--- config.mk ---
export PLATFORM = sky130hd
export DESIGN_NAME = temp_spi_rd
export DESIGN_NICKNAME = d
export VERILOG_FILES = /design/src/rtl/temp_spi_rd.sv
export SDC_FILE = /design/constraint.sdc
export NUM_CORES = 1
export LEC_CHECK = 0
export CAP_MARGIN = 20
export CELL_PAD_IN_SITES_DETAIL_PLACEMENT = 1
export CELL_PAD_IN_SITES_GLOBAL_PLACEMENT = 2
export CORE_ASPECT_RATIO = 1.4
export CORE_MARGIN = 2
export CORE_UTILIZATION = 39
export CTS_CLUSTER_SIZE = 24
export DETAILED_ROUTE_END_ITERATION = 16
export GPL_TIMING_DRIVEN = 0
export PLACE_DENSITY_LB_ADDON = 0.1
export SLEW_MARGIN = 20
export SYNTH_ARGS = -nofsm -noshare
export SYNTH_HDL_FRONTEND = slang
export SYNTH_SLANG_ARGS = --single-unit
--- constraint.sdc ---
create_clock -name clk_i -period 3.25 [get_ports clk_i]
set_input_delay 0.65 -clock clk_i [delete_from_list [all_inputs] [get_ports clk_i]]
set_output_delay 0.65 -clock clk_i [all_outputs]
set_load 0.01 [all_outputs]
--- src/rtl/temp_spi_rd.sv ---
// Periodic SPI (mode 0) reader for a 13-bit two's complement temperature sensor.
// Converts each well-formed 16-bit frame into an unsigned integer degC plus a 1/16 degC nibble.
module temp_spi_rd #(
  parameter int CLK_DIV       = 50,
  parameter int CS_SETUP      = 4,
  parameter int SAMPLE_PERIOD = 25_000_000
) (
  input  logic       clk_i,
  input  logic       rst_i,
  input  logic       miso_i,
  output logic       cs_n_o,
  output logic       sck_o,
  output logic [7:0] temp_c_o,
  output logic [3:0] temp_frac_o,
  output logic       valid_o,
  output logic       err_o,
  output logic       busy_o
);

  localparam int CMAX = (CS_SETUP > CLK_DIV) ? CS_SETUP : CLK_DIV;
  localparam int CW   = ($clog2(CMAX) < 1) ? 1 : $clog2(CMAX);
  localparam int TW   = ($clog2(SAMPLE_PERIOD) < 1) ? 1 : $clog2(SAMPLE_PERIOD);

  typedef enum logic [2:0] {
    S_IDLE, S_SETUP, S_SHIFT, S_HOLD, S_PROCESS
  } state_t;

  state_t      state_q, state_d;
  logic [TW-1:0] tmr_q, tmr_d;
  logic [CW-1:0] cnt_q, cnt_d;
  logic [3:0]  bit_q, bit_d;
  logic [15:0] frame_q, frame_d;
  logic        cs_n_q, cs_n_d;
  logic        sck_q, sck_d;
  logic [7:0]  temp_c_q, temp_c_d;
  logic [3:0]  temp_frac_q, temp_frac_d;
  logic        valid_q, valid_d;
  logic        err_q, err_d;

  logic setup_done, phase_done, trigger;

  // Free-running sample timer; frame start cadence does not depend on frame outcome.
  assign tmr_d      = (tmr_q == TW'(SAMPLE_PERIOD - 1)) ? '0 : tmr_q + TW'(1);
  assign trigger    = (tmr_q == '0);
  assign setup_done = (cnt_q == CW'(CS_SETUP - 1));
  assign phase_done = (cnt_q == CW'(CLK_DIV - 1));

  always_comb begin
    state_d     = state_q;
    cnt_d       = cnt_q;
    bit_d       = bit_q;
    frame_d     = frame_q;
    cs_n_d      = cs_n_q;
    sck_d       = sck_q;
    temp_c_d    = temp_c_q;
    temp_frac_d = temp_frac_q;
    valid_d     = 1'b0;
    err_d       = err_q;
    unique case (state_q)
      S_IDLE: begin
        if (trigger) begin
          cs_n_d  = 1'b0;
          cnt_d   = '0;
          state_d = S_SETUP;
        end
      end
      S_SETUP: begin
        if (setup_done) begin
          cnt_d   = '0;
          bit_d   = '0;
          state_d = S_SHIFT;
        end else begin
          cnt_d = cnt_q + CW'(1);
        end
      end
      S_SHIFT: begin
        if (!phase_done) begin
          cnt_d = cnt_q + CW'(1);
        end else begin
          cnt_d = '0;
          if (!sck_q) begin
            // Capture on the same edge that raises sck, MSB first.
            sck_d   = 1'b1;
            frame_d = {frame_q[14:0], miso_i};
          end else begin
            sck_d = 1'b0;
            if (bit_q == 4'd15) state_d = S_HOLD;
            else                bit_d   = bit_q + 4'd1;
          end
        end
      end
      S_HOLD: begin
        if (phase_done) begin
          cnt_d   = '0;
          cs_n_d  = 1'b1;
          state_d = S_PROCESS;
        end else begin
          cnt_d = cnt_q + CW'(1);
        end
      end
      S_PROCESS: begin
        state_d = S_IDLE;
        // Nonzero pad bits flag a bad frame (an absent sensor reads all ones).
        if (frame_q[2:0] != 3'b000) begin
          err_d = 1'b1;
        end else begin
          err_d   = 1'b0;
          valid_d = 1'b1;
          if (frame_q[15]) begin
            temp_c_d    = '0;
            temp_frac_d = '0;
          end else begin
            temp_c_d    = frame_q[14:7];
            temp_frac_d = frame_q[6:3];
          end
        end
      end
      default: state_d = S_IDLE;
    endcase
  end

  always_ff @(posedge clk_i) begin
    if (rst_i) begin
      state_q     <= S_IDLE;
      tmr_q       <= '0;
      cnt_q       <= '0;
      bit_q       <= '0;
      frame_q     <= '0;
      cs_n_q      <= 1'b1;
      sck_q       <= 1'b0;
      temp_c_q    <= '0;
      temp_frac_q <= '0;
      valid_q     <= 1'b0;
      err_q       <= 1'b0;
    end else begin
      state_q     <= state_d;
      tmr_q       <= tmr_d;
      cnt_q       <= cnt_d;
      bit_q       <= bit_d;
      frame_q     <= frame_d;
      cs_n_q      <= cs_n_d;
      sck_q       <= sck_d;
      temp_c_q    <= temp_c_d;
      temp_frac_q <= temp_frac_d;
      valid_q     <= valid_d;
      err_q       <= err_d;
    end
  end

  assign cs_n_o      = cs_n_q;
  assign sck_o       = sck_q;
  assign temp_c_o    = temp_c_q;
  assign temp_frac_o = temp_frac_q;
  assign valid_o     = valid_q;
  assign err_o       = err_q;
  assign busy_o      = (state_q != S_IDLE);

endmodule

==> results.md <==
- Hold bufs inserted after CTS: 0
- Beginning of the worst register-to-register path: cnt_q[0]
- Input/output buffers: 19
- Setup TNS: 0 ns
- First-pass GRT wire length: 12.41 mm
- Worst-Skew Late Latency: 0.34 ns
- Routed wirelength normalized by instance count: 15.32 um
- Largest stage delay, worst path: 0.53 ns
- Number of CTS-inserted buffers: 9
- Minimum clock period: 2.575 ns
- Arrival time of the worst setup path: 1.93 ns
- Cells along the critical path: clkbuf_1 -> inv_1 -> nand2_1 -> clkdlybuf4s50_1
- Library cell with the largest summed area after synthesis: dfxtp_1
- Worst hold path depth: 1
- Clock root cell: clkbuf_8
- Most common library cell in the layout ignoring fill and taps: dfxtp_1
- Max Cap Viol: 0
- Data required time of the worst path: about 2.6 ns
- Reg-to-reg endpoint: bit_q[3]
- Share of the cycle needed by the critical path after routing: 79.24%
- ANT nets after route: 0
- Chip Width: 78.96 um
- FMAX: 388.3 MHz
- Synthesis warning total: 0
- Number of enable-type register cells in the synthesized netlist: 0
- Number of antenna cells inserted: 0
- Worst Hold Endpoint: temp_frac_o[2]
- WS Path Type: flip-flop to output pin
- Largest net degree at the start of global routing: 14
- IO Pins: 20
- Most used DFF post-synth: dfxtp_1
- Number of setup buffers added after CTS: 0
- Most frequent cells in the layout: 70 x dfxtp_1, 40 x nor2_1, 19 x clkdlybuf4s50_1
- Measured slew at the worst slew-check pin: 0.5421 ns
- Main area contributors after synthesis: dfxtp_1 46%, mux2i_1 5.5%, nor2_1 4.9%
- Gates resized, CTS repair: 0
- Final Hold Fails: 0
- Worst VDD drop: 0.2206 mV
- Length in cells of the worst reg-to-reg path: 5
- Unrepaired setup endpoints after global routing: false
- Final GP Congestion: 0.7810
- DIE AREA: roughly 8600 um2
- Non-filler cells, final: roughly 470
- Area delta synth->final: 17.46%
- Origin of the worst min-delay path: temp_frac_o[2]
- Average via count per standard cell: 5.465
- Antenna violations before repair: 0
- Worst slew margin relative to its limit: 63.86%
- Clk buf depth: 2
- Net count after synthesis: 342
- Vias in the first global route: around 2700
- Placed instance count: between 400 and 500
- Final count of pins violating max slew: 0
- Hold WC Path Type: flip-flop to flip-flop
- Global-route total usage across every layer: a little under a fifth
- NumNets Final: 372
- Ratio of cells with drive above 1 in the final layout: under 10%
- Per-instance average area after synthesis: 9.185 um2
- Count of standard-cell rows: 38
- Total clock sinks: 70
- Sequential share of the synthesized area: 45.68%
- Yosys cell types: 43
- Mapped cell area: roughly 3100 um2
- Share of Yosys cell area claimed by the top area cell type: a little under half
- Static leakage power: about 1.3 nW
- Starting density of the core: 39.83%
- GRT Residual Overflow: 0
- Number of violations reported at the end of detailed-routing iteration 0: 55
- Slack of the worst reg-to-reg path: 0.93 ns
- Fill cell total of the finished layout: 899
- Cell count after synthesis: 334
- CTS tree: yes
- CTS H-tree depth: 3
- Synthesis-stage register bit count: 70
- Startpoint type of the worst setup path: flip-flop
- Post-DP HPWL: 5.343 mm
- Number of detailed-routing iterations run before antenna repair: 4
- Total wire length: a little over 7 mm
- Setup violations, final: 0
- Run status: complete, no violations
- Worst Setup End Kind: output pin
- Setup clock skew after layout: 0.008983 ns
- Share of synthesized registers carrying an async set or reset: 0%
- Largest driver fanout on the critical path: 10
- Cell type of the slowest stage on the worst timing path: clkdlybuf4s50_1
- Core ar.: approximately 7700 um2
- Post-CTS clock slew at the launch and capture registers of the worst setup and hold paths: roughly 0.080 ns
- Routed via count: 2563
- PD cells: 500.6 nW/um2
- DRC Markers: 0
- Chip Height: 108.9 um
==> layer usage <==
metal / share of wire, % / wire (um) / vias to the layer above / global-route usage (%)
met4: 1.4 / 100 / 0 / 6.897
met3: 2.1 / 151 / 9 / 4.222
li1: - / - / 1294 / -
met5: 0 / 0 / - / 0
met2: 51 / 3700 / 20 / 33.41
met1: 45 / 3234 / 1240 / 20.78
==> worst max-delay path by stage <==
stage	to	startpoint	cells after the start	slack, ns
floorplan	bit_q[3]	cnt_q[0]	5	1.24
global placement	cnt_q[4]	rst_i	5	0.70
detailed placement	cnt_q[4]	rst_i	5	0.67
CTS	busy_o	state_q[2]	4	0.60
global route	busy_o	state_q[2]	4	0.52
finish	busy_o	state_q[2]	4	0.67
==> logic make-up after synthesis <==
| logic type | after synthesis | synth area share [%] |
|---|---|---|
| buffers and inverters | 27 | 3.915 |
| AND/OR/NAND/NOR | 133 | 23.61 |
| multiplexers | 17 | 5.546 |
| adder cells (fa/ha/maj) | 5 | 2.039 |
| flip-flops | 70 | 45.68 |
| AO/OA/AOI/OAI | 70 | 15.78 |
| XOR/XNOR | 12 | 3.426 |
==> state kept, by name (all words and copies together) (netlist names) <==
register	cells
bit_q	4
frame_q	16
tmr_q	25
cs_n_o	1
sck_o	1
temp_c_o	8
err_o	1
state_q	3
cnt_q	6
valid_o	1
temp_frac_o	4
==> cell usage after synthesis, types with 8 or more instances <==
library cell / count
clkbuf_1: 9
nand3_1: 18
inv_1: 13
nor2_1: 40
mux2i_1: 17
or4_1: 10
dfxtp_1: 70
a21oi_1: 16
nand4_1: 9
nand2_1: 15
a22o_1: 12
or3_1: 8
o21ai_0: 15
==> worst max-delay path, delay by kind of cell, from the launching register on <==
| kind | cells | cell delay, ns |
|---|---|---|
| DFF | 1 | 0.36 |
| buffers and inverters | 3 | 1.12 |
| and+or+nand+nor | 1 | 0.11 |
==> where the power goes <==
group / switching [W] / total, W / internal, W / leakage [nW]
logic: 0.0000776 / 0.000130 / 0.0000528 / 0.658
registers: 0.0000142 / 0.000886 / 0.000872 / 0.565
clock network: 0.000352 / 0.000788 / 0.000436 / 0.114
==> cell type report <==
class / instances / area [um2] / share of cell area [%]
plain buffers: 14 / 71.32 / 1.979
clock buffers: 9 / 123.9 / 3.438
clock inverters: 7 / 96.34 / 2.674
inverters: 13 / 48.80 / 1.354
multi-input cells: 237 / 1546 / 42.92
flip-flops and latches: 70 / 1401 / 38.89
well taps: 100 / 125.1 / 3.472
repair buffers: 19 / 190.2 / 5.278
==> stage by stage <==
stage               setup slack (ns)  total power (W)  instance area (um2)  utilization [%]  hold WS, ns
floorplan                      1.244        0.0009912                 3068                -       0.4558
global placement              0.6958         0.001036                 3383            43.92       0.4612
detailed placement            0.6705         0.001038                 3383            43.92       0.4698
CTS                           0.6039         0.001830                 3603            46.78       0.4893
global route                  0.5184         0.001896                 3603            46.78       0.5085
finish                        0.6746         0.001804                 3603            46.78       0.4841
Note: power is estimated with default switching activity, not from simulation.
